<file path="config.mk">
export PLATFORM = sky130hd
export DESIGN_NAME = alu_op_sequencer
export DESIGN_NICKNAME = d
export VERILOG_FILES = /design/src/rtl/alu_op_sequencer.sv
export SDC_FILE = /design/constraint.sdc
export NUM_CORES = 1
export LEC_CHECK = 0
export ABC_AREA = 0
export ABC_CLOCK_PERIOD_IN_PS = 1500
export BUFFER_PORTS_ARGS = -buffer_cell sky130_fd_sc_hd__buf_4
export CELL_PAD_IN_SITES_DETAIL_PLACEMENT = 0
export CELL_PAD_IN_SITES_GLOBAL_PLACEMENT = 2
export CORE_AREA = 2 2 79 81
export CTS_CLUSTER_DIAMETER = 200
export DETAILED_ROUTE_END_ITERATION = 12
export DIE_AREA = 0 0 81 83
export PLACE_DENSITY = 0.76
export RECOVER_POWER = 50
export SLEW_MARGIN = 5
export SYNTH_ARGS = -nofsm -noshare
export SYNTH_HDL_FRONTEND = slang
export SYNTH_SLANG_ARGS = --single-unit
</file>
<file path="constraint.sdc">
create_clock -name clk -period 1.5 [get_ports clk]
set_clock_uncertainty 0.1 [all_clocks]
set_input_delay 0.075 -clock clk [delete_from_list [all_inputs] [get_ports clk]]
set_output_delay 0.075 -clock clk [all_outputs]
set_load 0.01 [all_outputs]
</file>
<file path="src/rtl/alu_op_sequencer.sv">
// alu_op_sequencer: two debounced keys select and launch one ALU operation.
// Ports: clk, rst_n, btn_change/btn_exec (raw active-low keys), sw_z/sw_y
//   operands, alu_result/alu_flags from the ALU; op_sel, alu_a, alu_b and
//   start to the ALU; mode, result_q, flags_q, busy, done for display.
module alu_op_sequencer #(
   parameter int DEBOUNCE_CYCLES = 4,
   parameter int NUM_OPS         = 12,
   parameter int ALU_LATENCY     = 1
) (
   input  logic       clk,
   input  logic       rst_n,
   input  logic       btn_change,
   input  logic       btn_exec,
   input  logic [3:0] sw_z,
   input  logic [3:0] sw_y,
   input  logic [3:0] alu_result,
   input  logic [3:0] alu_flags,
   output logic [3:0] op_sel,
   output logic [3:0] alu_a,
   output logic [3:0] alu_b,
   output logic       start,
   output logic [3:0] mode,
   output logic [3:0] result_q,
   output logic [3:0] flags_q,
   output logic       busy,
   output logic       done
);

   typedef enum logic [2:0] {
      S_IDLE,
      S_LOAD,
      S_EXEC,
      S_WAIT,
      S_SHOW
   } state_e;

   localparam int DCW =
      (DEBOUNCE_CYCLES > 1) ? $clog2(DEBOUNCE_CYCLES) : 1;
   localparam logic [DCW-1:0] DLAST = DCW'(DEBOUNCE_CYCLES - 1);
   localparam logic [3:0] LAST_OP = 4'(NUM_OPS - 1);
   localparam logic [3:0] WLOAD = 4'(ALU_LATENCY - 1);

   // Index 0 is the change key, index 1 the exec key.
   logic [1:0]          sync1_q, sync1_d;
   logic [1:0]          sync2_q, sync2_d;
   logic [1:0]          db_q, db_d;
   logic [1:0][DCW-1:0] dcnt_q, dcnt_d;
   logic [1:0]          press;

   state_e     state_q, state_d;
   logic [3:0] mode_q, mode_d;
   logic [3:0] op_sel_q, op_sel_d;
   logic [3:0] alu_a_q, alu_a_d;
   logic [3:0] alu_b_q, alu_b_d;
   logic [3:0] result_d;
   logic [3:0] flags_d;
   logic [3:0] wcnt_q, wcnt_d;
   logic [3:0] mode_inc;

   always_comb begin
      sync1_d = {btn_exec, btn_change};
      sync2_d = sync1_q;
      for (int i = 0; i < 2; i++) begin
         db_d[i]   = db_q[i];
         dcnt_d[i] = '0;
         press[i]  = 1'b0;
         // Count consecutive samples that disagree with the accepted
         // level; any agreeing sample restarts the count.
         if (sync2_q[i] != db_q[i]) begin
            if (dcnt_q[i] == DLAST) begin
               db_d[i]  = sync2_q[i];
               // Press is decoded from flops, so it is clean and lasts
               // exactly the cycle before the level flips.
               press[i] = ~sync2_q[i];
            end else begin
               dcnt_d[i] = dcnt_q[i] + 1'b1;
            end
         end
      end
   end

   always_comb begin
      mode_inc = (mode_q == LAST_OP) ? 4'd0 : mode_q + 4'd1;
   end

   always_comb begin
      state_d  = state_q;
      mode_d   = mode_q;
      op_sel_d = op_sel_q;
      alu_a_d  = alu_a_q;
      alu_b_d  = alu_b_q;
      result_d = result_q;
      flags_d  = flags_q;
      wcnt_d   = wcnt_q;
      start    = 1'b0;
      busy     = 1'b0;
      done     = 1'b0;
      unique case (state_q)
         S_IDLE, S_SHOW: begin
            done = (state_q == S_SHOW);
            // Exec has priority; a coincident change is dropped.
            if (press[1]) begin
               state_d = S_LOAD;
            end else if (press[0]) begin
               mode_d  = mode_inc;
               state_d = S_IDLE;
            end
         end
         S_LOAD: begin
            busy     = 1'b1;
            op_sel_d = mode_q;
            alu_a_d  = sw_z;
            alu_b_d  = sw_y;
            state_d  = S_EXEC;
         end
         S_EXEC: begin
            busy    = 1'b1;
            start   = 1'b1;
            wcnt_d  = WLOAD;
            state_d = S_WAIT;
         end
         S_WAIT: begin
            busy = 1'b1;
            if (wcnt_q == 4'd0) begin
               result_d = alu_result;
               flags_d  = alu_flags;
               state_d  = S_SHOW;
            end else begin
               wcnt_d = wcnt_q - 4'd1;
            end
         end
         default: begin
            state_d = S_IDLE;
         end
      endcase
   end

   always_ff @(posedge clk or negedge rst_n) begin
      if (!rst_n) begin
         sync1_q  <= 2'b11;
         sync2_q  <= 2'b11;
         db_q     <= 2'b11;
         dcnt_q   <= '0;
         state_q  <= S_IDLE;
         mode_q   <= 4'd0;
         op_sel_q <= 4'd0;
         alu_a_q  <= 4'd0;
         alu_b_q  <= 4'd0;
         result_q <= 4'd0;
         flags_q  <= 4'd0;
         wcnt_q   <= 4'd0;
      end else begin
         sync1_q  <= sync1_d;
         sync2_q  <= sync2_d;
         db_q     <= db_d;
         dcnt_q   <= dcnt_d;
         state_q  <= state_d;
         mode_q   <= mode_d;
         op_sel_q <= op_sel_d;
         alu_a_q  <= alu_a_d;
         alu_b_q  <= alu_b_d;
         result_q <= result_d;
         flags_q  <= flags_d;
         wcnt_q   <= wcnt_d;
      end
   end

   assign mode   = mode_q;
   assign op_sel = op_sel_q;
   assign alu_a  = alu_a_q;
   assign alu_b  = alu_b_q;

endmodule

</file>
==> Word level (Yosys, flattened, before mapping) <==
Index checks and enable logic that the tools add are counted.
W data, S select, Z words.
{ "classes": {"add_sub_neg": 4, "n_eq_ne": 12, "n_mux": 18, "bitwise": 3, "n_reduce_logical": 11} }
{ "ops": {"columns": ["cell", "n"], "rows": [
  ["$pmux W3 S4", 1],
  ["$reduce_and A2 Y1", 5],
  ["$mux W3", 3],
  ["$mux W2", 4],
  ["$mux W4", 2],
  ["$pmux W4 S2", 1],
  ["$mux W1", 7],
  ["$eq A3 B2 Y1 const B", 2],
  ["$add A2 B1 Y2 const B", 2],
  ["$add A4 B1 Y4 const B", 1],
  ["$eq A2 B2 Y1 const B", 2],
  ["$eq A4 B4 Y1 const B", 1],
  ["$logic_not A4 Y1", 1],
  ["$ne A2 B2 Y1 const B", 2],
  ["$sub A4 B1 Y4 const B", 1],
  ["$eq A3 B1 Y1 const B", 1],
  ["$eq A3 B3 Y1 const B", 1],
  ["$logic_not A3 Y1", 1],
  ["$ne A3 B3 Y1 const B", 1],
  ["$not A1 Y1", 3],
  ["$reduce_and A3 Y1", 1],
  ["$reduce_or A3 Y1", 1],
  ["$ne A1 B1 Y1", 2],
  ["$reduce_bool A2 Y1", 1],
  ["$reduce_or A2 Y1", 1]
]} }
{ "totals": {"register_bits": 41, "in_bits": 20, "out_inout_bits": 27, "wordCells": 62} }

==> Depth between registers and ports, before layout <==
Gate-level depths: netlist of the first run.
{ "depth": {"depth_word": 6, "depth_mapped": 5, "depth_no_buf": 5} }

==> Worst setup path after synthesis of the first run <==
Ideal clock, no wire load.
{ "synth_path": {"path_kind": "reg2reg", "start": "reg wcnt_q[0]", "end": "reg state_q[0]", "setup_ns": 0.124, "arrival_ns": 1.312, "required_ns": 1.276, "slack_ns": -0.036, "path_stages_with_launch": 6, "path_buffers": 0, "period_less_slack_ns": 1.536, "cell_sequence": "dfrtp_1 > inv_1 > ha_1 > or3b_1 > and3_4 > o21bai_1"} }
{ "synth_between": {"elab_chain_len": 3} }
{ "synth_lines": {"columns": ["item", "line_no", "rtl"], "rows": [
  ["start: declaration", "57", "logic [3:0] wcnt_q, wcnt_d;"],
  ["start signal: assignment", "164", "wcnt_q <= wcnt_d;"],
  ["$logic_not A4 Y1", "124", "if (wcnt_q == 4'd0) begin"],
  ["$ne A2 B2 Y1 (no source line)", null, null],
  ["$reduce_and A2 Y1 (no source line)", null, null],
  ["end signal: assignment", "157", "state_q <= state_d;"],
  ["end: declaration", "50", "state_e state_q, state_d;"]
]} }
No other way between the ends.
A chain may end at the register's enable or synchronous reset.

==> Worst setup path after layout of the first run <==
{ "layout_path": {"start": "reg wcnt_q[1]", "end": "reg state_q[0]"} }
The elaborated chain is that of the path after synthesis.

==> metrics.md, run 1 <==
| Metric | Value |
|---|---|
| WL final | 4050 µm |
| Hold path depth | 0 |
| Fin area | 2810 µm² |
| Sequential share of power | 36.1% |
| Grt ovf | 0 |
| Area grow syn2layout | 59.5% |
| Min Tclk post-route | 1550 ps |
| Final setup violation count | 14 |
| Post-synth top flop | dfrtp_1 |
| Tot GR Track Use | 12.6% |
| Fmax | 0.644 GHz |
| Site row count | 28 |
| Synth Cell Area | between 1500 and 2000 µm² |
| Synth top area share | 49.8% |
| Sequential area share after synthesis | 58.7% |
| Skew-Pair Late Insertion Delay | 300 ps |
| WP buf/inv | 1 |
| Clock power frac | ~14% |
| Slew Limit Fails | 0 |
| Kind of critical path | register to register |
| Cells after DPL | 250 |
| Io pins | 47 |
| Cell family with most CP delay | simple AND/OR/NAND/NOR gates |
| Setup_tns | -347 ps |
| Detailed Route Iter0 Violations | 52 |
| Final Net Count | 243 |
| Gate power share | 49.6% |
| Sink Count | 41 |
| Initial core utilization | 30.2% |
| Synth Instances | 120 |
| Critical-path cell list | inv_1, ha_4, or3b_4, and3_4, o21bai_1 |
| Hpwl dp | 2570 µm |
| Synth top area cells | dfrtp_1, mux2_2, dfstp_2 |
| Unrepaired setup endpoints after global routing | true |
| Largest net degree at the start of global routing | 42 |
| Post-synth EDFFs | 0 |
| Switching part of the total | 31.5% |
| Yosys warns | 0 |
| Drt first pass iters | 6 |
| DRC Markers | 0 |
| First-pass GRT wire length | 6460 µm |
| Final Worst Setup Slack | -53.3 ps |
| CTS tree | done |
| Worst hold slack | 258 ps |
| DR vias | 1301 |
| Final Hold Viols | 0 |
| HP Class | register to register |
| Status | finished, violations left |
| Mean Syn Cell Area | 14.7 µm² |
| Slowest cell on crit path | dfrtp_1 |
| Ys async rst share | 100% |
| Die area | 6720 µm² |
| TritonCTS Buffers | 5 |
| Yosys cell types | 31 |
| Synth cell count leaders | dfrtp_1, mux2_2, mux2_4 |
| Clock-pin slew on the worst setup and hold paths | 70 ps |
| Dpl cell area | between 2000 and 2500 µm² |
| Non-Filler Instances | 295 |
| Worst-Margin Slew | 1020 ps |
| Root buffer cell | clkbuf_8 |
| CP Launch Type | register |
| Core area | 5820 µm² |
| Slew HR | between 30% and 40% |
| Vias in the first global route | 1413 |
| Longest Clk Path Bufs | 2 |
| CTS H-tree depth | 2 |
| Worst path arrival time | 1630 ps |
| Top-count cell post-synth | dfrtp_1 |
| Net Switching | 1550 µW |
| Cell accounting for the most synthesized area | dfrtp_1 |
| Post-synthesis net count | roughly 140 |
| CP Capture Type | register |
| Pleak | 0.00135 µW |
| Cell internal pwr | between 3000 and 4000 µW |
| Cell Pwr Density | 1760 nW/µm² |
| Layout cells sized above 1 | 60.0% |
| Antenna diodes | 0 |
| Yosys reg bits | 41 |
| Levels on crit path | 5 |
| Critical Path Fanout Max | 3 |
| IO Port Bufs | 46 |
| CP peak stage delay | around 400 ps |
| Initial antenna violation count | 0 |
| Maximum vdd drop | 0.631 mV |
| Wire length per cell | 13.7 µm |
| Height of the die | ~83 µm |
| Routed Antenna Nets | 0 |
| Mean number of vias per cell | 4.41 |
| GP Congestion | 0.707 |
| Maxcap violations | 0 |
| Overall die width | 81 µm |
| Critical path required time | about 1600 ps |
| Failing checks | negative setup slack |
| Fin crit share | 104% |
| Worst R2R Path Depth | 5 |
[timing repair]
action	in CTS	in global routing
endpoints found under the hold margin	53	0
endpoints found under the setup margin	17	33
hold buffers	19	0
setup buffers	7	11
pin swaps	6	6
resized for setup	8	25
[stage by stage]
stage | setup slack [ps] | power (µW) | util (%)
final | -53.3 | 4930 | 48.3
after global routing | -84.3 | 5230 | 48.3
after CTS | -62.6 | 4530 | 45.3
after detailed placement | -57.1 | 3680 | 39.4
after global placement | -15.3 | 3590 | 39.4
after floorplan | -5.68 | 2800 | -
[worst register-to-register path, stage by stage, from the launching register on]
cell and delay, ps:
dfrtp_1 400, inv_1 90, ha_4 140, or3b_4 390, and3_4 180, o21bai_1 150
[power groups by stage]
stage                     registers, µW  clock network (µW)  logic, µW
after floorplan                    1870                   0        938
after global placement             1760                   0       1830
after detailed placement           1790                   0       1890
after CTS                          1760                 730       2040
after global routing               1830                 785       2610
final                              1780                 703       2440
[registers in the layout (all words and copies together), names as in the netlist]
register	cells
sync1_q	2
wcnt_q	4
dcnt_q	4
result_q	4
alu_b	4
db_q	2
state_q	3
sync2_q	2
op_sel	4
mode	4
flags_q	4
alu_a	4
[layout by cell type, fill, tap and decap left out, types with 3 or more instances in the layout]
cell type      netlist  layout
dfstp_2              6       6
inv_1                5       3
buf_6                0       6
buf_4                2      65
nand2_1              6       6
mux2_4               8      22
mux2_2              17       3
nand4_1              3       3
clkbuf_8             0       5
dfrtp_1             35      33
dlygate4sd3_1        0      19
nor3_1               5       5
mux2i_1              4       4
[routing by layer]
metal  routed length (µm)  share of wire (%)  vias up  global-route usage [%]
li1                     -                  -      620                       -
met1                 1640                 40      655                    13.7
met2                 2190                 54       19                    21.6
met3                  134                3.3        7                    3.59
met4                   90                2.2        0                    6.93
met5                    0                  0        -                       0
[logic make-up (layout without fill, tap and decap cells)]
kind of cell               after synthesis  after routing  share of synthesized area, %
muxes                                   29             29                          20.0
DFF                                     41             41                          58.7
adders and majority gates                4              4                          2.85
xor gates and xnor gates                 2              2                         0.996
buffers and inverters                    7            107                          1.92
AOI/OAI and AO/OA                        7              7                          3.27
and+or+nand+nor                         30             30                          12.2
[layout make-up]
cell class                      count  area [µm²]
Inverter                            5        18.8
Timing Repair Buffer               94         786
Multi-Input combinational cell     72         791
Clock buffer                        7        76.3
Tap cell                           75        93.8
Sequential cell                    41        1040
Fill cell                         551        3010
Clock inverter                      1        5.00
[path summary, 6_finish.rpt]
kind / startpoint / slack (ps) / to
max in group asynchronous: rst_n / 200 / state_q[0]
min reg2reg: sync1_q[0] / 260 / sync2_q[0]
max reg2reg: wcnt_q[1] / -50 / state_q[0]
min: sync1_q[0] / 260 / sync2_q[0]
min in group asynchronous: rst_n / 400 / result_q[0]
max: wcnt_q[1] / -50 / state_q[0]
Note: power is estimated with default switching activity, not from simulation.
==> run 2, diff against run 1 <==
--- a/config.mk
+++ b/config.mk
@@ -10,12 +10,12 @@
 export BUFFER_PORTS_ARGS = -buffer_cell sky130_fd_sc_hd__buf_4
 export CELL_PAD_IN_SITES_DETAIL_PLACEMENT = 0
 export CELL_PAD_IN_SITES_GLOBAL_PLACEMENT = 2
-export CORE_AREA = 2 2 79 81
+export CORE_AREA = 2 2 65 98
 export CTS_CLUSTER_DIAMETER = 200
+export CTS_CLUSTER_SIZE = 16
 export DETAILED_ROUTE_END_ITERATION = 12
-export DIE_AREA = 0 0 81 83
+export DIE_AREA = 0 0 67 100
 export PLACE_DENSITY = 0.76
-export RECOVER_POWER = 50
 export SLEW_MARGIN = 5
 export SYNTH_ARGS = -nofsm -noshare
 export SYNTH_HDL_FRONTEND = slang
==> run 2 against run 1 <==
  * Sequential cell count stayed put
  * Final area is 4.0% lower
  * Highest routed layer unchanged
  * The run still ends with negative setup slack left
  * Clock-buffer cell count down 1
==> metrics.md, run 2 (synthesized netlist as in run 1, its figures left out) <==
| Metric | Value |
|---|---|
| Status | finished, violations left |
| Failing checks | negative setup slack |
| Cell Pwr Density | 1760 nW/µm² |
| Routed Antenna Nets | 0 |
| Maxcap violations | 0 |
| Io pins | 47 |
| Die area | about 6700 µm² |
| WP buf/inv | 1 |
| CP Capture Type | register |
| TritonCTS Buffers | 5 |
| Hpwl dp | around 2700 µm |
| Fin crit share | 103% |
| Detailed Route Iter0 Violations | 57 |
| CTS tree | done |
| Fmax | 0.645 GHz |
| Pleak | 0.00128 µW |
| Layout cells sized above 1 | 58.8% |
| DR vias | 1289 |
| Worst-Margin Slew | 509 ps |
| Clock power frac | between 10% and 20% |
| Cell family with most CP delay | simple AND/OR/NAND/NOR gates |
| IO Port Bufs | 46 |
| RR Endpoint | state_q[0] |
| Sink Count | 41 |
| RR Startpoint | wcnt_q[1] |
| Height of the die | 100 µm |
| Tot GR Track Use | between 10% and 20% |
| Crit path launch | wcnt_q[1] |
| Slew Limit Fails | 0 |
| Vias in the first global route | 1316 |
| Skew-Pair Late Insertion Delay | between 200 and 300 ps |
| Clock-pin slew on the worst setup and hold paths | 80 ps |
| Net Switching | 1450 µW |
| Min Tclk post-route | about 1500 ps |
| Largest net degree at the start of global routing | 42 |
| Tot Pwr | 4750 µW |
| HP Class | input pin to async pin |
| Grt ovf | 0 |
| CTS H-tree depth | 2 |
| Leading cell type in the layout, fill and taps excluded | buf_4 |
| Unrepaired setup endpoints after global routing | true |
| GP Congestion | 0.804 |
| Kind of critical path | register to register |
| Slew HR | 66.1% |
| Gate power share | 43.2% |
| Initial antenna violation count | 0 |
| R2r setup slk | -50 ps |
| Sequential share of power | 37.3% |
| CP Launch Type | register |
| Final Worst Setup Slack | -49.8 ps |
| CP peak stage delay | 390 ps |
| Wire length per cell | about 13 µm |
| Final Hold Viols | 0 |
| Root buffer cell | clkbuf_8 |
| Crit path capture | state_q[0] |
| Critical path required time | 1570 ps |
| Initial core utilization | between 20 and 30% |
| Final setup violation count | 12 |
| Util after Layout | 45.2% |
| Maximum vdd drop | roughly 0.59 mV |
| Site row count | 35 |
| Worst R2R Path Depth | 5 |
| WL final | 3830 µm |
| First-pass GRT wire length | 6090 µm |
| Most frequent cells in the layout | buf_4, dfrtp_1, dlygate4sd3_1 |
| Critical-path cell list | inv_1, ha_2, or3b_4, and3_4, o21bai_1 |
| Longest Clk Path Bufs | 2 |
| DRC Markers | 0 |
| Cell internal pwr | 3300 µW |
| Worst path arrival time | 1620 ps |
| Antenna diodes | 0 |
| Area grow syn2layout | 53.1% |
| Core area | about 6000 µm² |
| Mean number of vias per cell | 4.52 |
| Overall die width | roughly 67 µm |
| Final Net Count | 234 |
| Critical Path Fanout Max | 3 |
| Switching part of the total | 30.5% |
| Slowest cell on crit path | or3b_4 |
| Levels on crit path | 5 |
| Drt first pass iters | 4 |
==> run 2: layer usage <==
metal / vias to the layer above / track usage [%] / wire length [µm]
met5: - / 0 / 0
met2: 38 / 22.1 / 2140
met1: 641 / 12.1 / 1390
met4: 0 / 6.28 / 94
li1: 601 / - / -
met3: 9 / 3.14 / 195
==> run 2: timing repair <==
action	in CTS	in global routing
gates resized for setup	10	2
pin swaps	5	5
setup endpoints to repair	15	20
buffers inserted	4	1
hold buffers	19	0
hold endpoints to repair	53	0
==> run 2: area by class of cell <==
cell class                 count  area [µm²]
inverter                       5        18.8
clock inverter                 2        37.5
fill                         560        3260
sequential                    41        1040
timing repair buffer          85         702
tap                           74        92.6
clock buffer                   6        82.6
multi-input combinational     72         723
==> run 2: metrics by stage <==
stage / setup WS, ps / hold slack, ps / TNS [ps] / instance area (µm²) / std cells
6_report: -49.8 / 194 / -269 / 2690 / 285
5_1_grt: -95.1 / 250 / -1230 / 2690 / 285
4_1_cts: -51.8 / 209 / -423 / 2680 / 284
3_5_place_dp: -41.8 / -9.06 / -394 / 2320 / 253
3_3_place_gp: -10.8 / -18.8 / -99.2 / 2320 / 253
2_1_floorplan: -5.68 / -321 / -5.68 / 1770 / 120
==> run 2: how the worst min path moves through the flow <==
stage | end | cells past startpoint | from
finish | alu_a[0] | 2 | rst_n
detailed placement | alu_a[0] | 1 | rst_n
global route | alu_a[0] | 2 | rst_n
global placement | alu_a[0] | 1 | rst_n
CTS | op_sel[3] | 2 | rst_n
floorplan | alu_a[0] | 0 | rst_n
==> run 2: power by group through the flow <==
| stage | combinational (µW) | sequential [µW] | clock, µW |
|---|---|---|---|
| CTS | 2070 | 1760 | 968 |
| global placement | 1860 | 1770 | 0 |
| floorplan | 938 | 1870 | 0 |
| finish | 2050 | 1770 | 928 |
| detailed placement | 1920 | 1790 | 0 |
| global route | 2220 | 1820 | 1020 |
==> run 3, diff against run 2 <==
--- a/config.mk
+++ b/config.mk
@@ -5,17 +5,18 @@
 export SDC_FILE = /design/constraint.sdc
 export NUM_CORES = 1
 export LEC_CHECK = 0
-export ABC_AREA = 0
+export ABC_AREA = 1
 export ABC_CLOCK_PERIOD_IN_PS = 1500
 export BUFFER_PORTS_ARGS = -buffer_cell sky130_fd_sc_hd__buf_4
 export CELL_PAD_IN_SITES_DETAIL_PLACEMENT = 0
 export CELL_PAD_IN_SITES_GLOBAL_PLACEMENT = 2
-export CORE_AREA = 2 2 65 98
+export CORE_AREA = 2 2 69 103
 export CTS_CLUSTER_DIAMETER = 200
 export CTS_CLUSTER_SIZE = 16
 export DETAILED_ROUTE_END_ITERATION = 12
-export DIE_AREA = 0 0 67 100
-export PLACE_DENSITY = 0.76
+export DIE_AREA = 0 0 71 105
+export PLACE_DENSITY = 0.77
+export SKIP_CTS_REPAIR_TIMING = 1
 export SLEW_MARGIN = 5
 export SYNTH_ARGS = -nofsm -noshare
 export SYNTH_HDL_FRONTEND = slang
==> run 3 against run 2 <==
  * The run now ends clean
  * Synthesized cell count up 57%
  * Area after synthesis up 1.4%
  * Non-clock buffer count down 16
  * Via count up 13%
  * Fmax up 8.2%
  * Sequential share of layout area up 1.3 points
  * Combinational power down 5%
  * Global-route usage down 1.1 points
  * Total power up 1.4%
  * Sequential power up 3%
  * Register-to-register slack better by 180 ps
==> metrics.md, run 3 <==
| Metric | Value |
|---|---|
| Longest Clk Path Bufs | 2 |
| Wire length per cell | between 10 and 15 µm |
| Final Hold Viols | 0 |
| Sink Count | 41 |
| Initial core utilization | 27.3% |
| IO Port Bufs | 46 |
| Largest net degree at the start of global routing | 42 |
| Maxcap violations | 0 |
| Synth cell count leaders | nand2_1, dfrtp_1, inv_1 |
| Yosys cell types | 21 |
| CTS tree | done |
| Dpl cell area | 2230 µm² |
| Cell Pwr Density | between 1500 and 2000 nW/µm² |
| Post-synth EDFFs | 0 |
| Slew HR | 64.8% |
| Synth Instances | 189 |
| Yosys reg bits | 41 |
| R2r setup slk | 130 ps |
| Final setup violation count | 0 |
| Ys async rst share | 100% |
| Worst path arrival time | 1260 ps |
| RR Startpoint | dcnt_q[2] |
| DR vias | 1459 |
| TritonCTS Buffers | 5 |
| Final Worst Setup Slack | about 68 ps |
| Io pins | 47 |
| Cell accounting for the most synthesized area | dfrtp_1 |
| Status | complete, no violations |
| Post-synth top flop | dfrtp_1 |
| Slew Limit Fails | 0 |
| Most frequent cells in the layout | buf_4, nand2_1, dfrtp_1 |
| First-pass GRT wire length | 6480 µm |
| Mean Syn Cell Area | approximately 9.4 µm² |
| Leading cell type in the layout, fill and taps excluded | buf_4 |
| Dpl ws | 9.46 ps |
| Pleak | 0.00131 µW |
| Area grow syn2layout | 45.7% |
| Worst-Margin Slew | approximately 530 ps |
| Tot GR Track Use | ~11% |
| Mean number of vias per cell | 4.29 |
| Vias in the first global route | about 1.4k |
| Drt first pass iters | 2 |
| Antenna diodes | 0 |
| CP Capture Type | output port |
| Synth top area cells | dfrtp_1, nand2_1, dfstp_2 |
| Fin area | 2600 µm² |
| Synth Cell Area | roughly 1800 µm² |
| Critical path required time | approximately 1300 ps |
| CTS H-tree depth | 2 |
| Root buffer cell | clkbuf_8 |
| GP Congestion | approximately 0.74 |
| Height of the die | 105 µm |
| CP Launch Type | register |
| Hpwl dp | 2830 µm |
| Site row count | 36 |
| Min Tclk post-route | roughly 1400 ps |
| Fin crit share | 95.5% |
| WL final | 4050 µm |
| Yosys warns | 0 |
| Final Net Count | between 200 and 300 |
| Skew-Pair Late Insertion Delay | about 300 ps |
| Initial antenna violation count | 0 |
| Core area | approximately 6500 µm² |
| Worst R2R Path Depth | 4 |
| Maximum vdd drop | 0.767 mV |
| Layout cells sized above 1 | around a third |
| Kind of critical path | register to output port |
| RR Endpoint | mode[2] |
| Fmax | around 0.70 GHz |
| DRC Markers | 0 |
| Synth top area share | 49.1% |
| Die area | 7460 µm² |
| HP Class | input pin to async pin |
| Overall die width | 71 µm |
| Clock-pin slew on the worst setup and hold paths | 80 ps |
| Grt ovf | 0 |
| Detailed Route Iter0 Violations | 39 |
| Critical Path Fanout Max | 5 |
| Unrepaired setup endpoints after global routing | true |
| Routed Antenna Nets | 0 |
| Top-count cell post-synth | nand2_1 |
| Sequential area share after synthesis | 58.0% |
| Post-synthesis net count | 213 |
## run 3: layout make-up
cell class / instances / area [µm²]
multi-input cells: 120 / 671
fillers: 649 / 3930
repair buffers: 69 / 566
flip-flops and latches: 41 / 1030
clock inverters: 3 / 65.1
well taps: 76 / 95.1
inverters: 26 / 97.6
clock buffers: 5 / 68.8
## run 3: worst max-delay path, stage by stage (launching register included)
cell and delay, ps:
dfrtp_2 460, nor2_4 160, inv_1 70, nor2_1 130, buf_4 150
## run 3: cell families after synthesis
| family | after synthesis | share of synthesized area (%) |
|---|---|---|
| xor+xnor | 3 | 1.47 |
| compound gates | 24 | 8.77 |
| fa+ha+maj | 4 | 2.81 |
| simple gates | 88 | 22.0 |
| buf+inv | 29 | 6.95 |
| flops | 41 | 58.0 |
## run 3: power by group
part           leakage (µW)  switching, µW  internal, µW
sequential         0.000514            297          1530
combinational      0.000727           1030           910
clock             0.0000681            385           661
## run 3: stage by stage
stage / utilization (%) / instances / hold slack [ps] / setup TNS, ps / power [µW]
after floorplan: - / 189 / -321 / 0 / 2880
after global placement: 34.1 / 312 / -4.05 / 0 / 3630
after detailed placement: 34.1 / 312 / -0.892 / 0 / 3650
after CTS: 36.1 / 320 / -328 / -101 / 4720
after global routing: 39.8 / 340 / 256 / -4.76 / 5240
final: 39.8 / 340 / 185 / 0 / 4820
## run 3: how the worst max path moves through the flow
stage / start / slack (ps) / endpoint
2_1_floorplan: wcnt_q[0] / 180 / state_q[0]
3_3_place_gp: wcnt_q[0] / 70 / state_q[0]
3_5_place_dp: wcnt_q[0] / 9 / state_q[0]
4_1_cts: state_q[1] / -90 / done
5_1_grt: state_q[1] / -5 / done
6_report: state_q[1] / 70 / done
## run 3: layer usage
layer / global-route usage [%] / wire [µm]
met1: 12.4 / 1640
met2: 19.4 / 2210
met3: 2.22 / 102
met4: 5.26 / 89
met5: 0 / 0
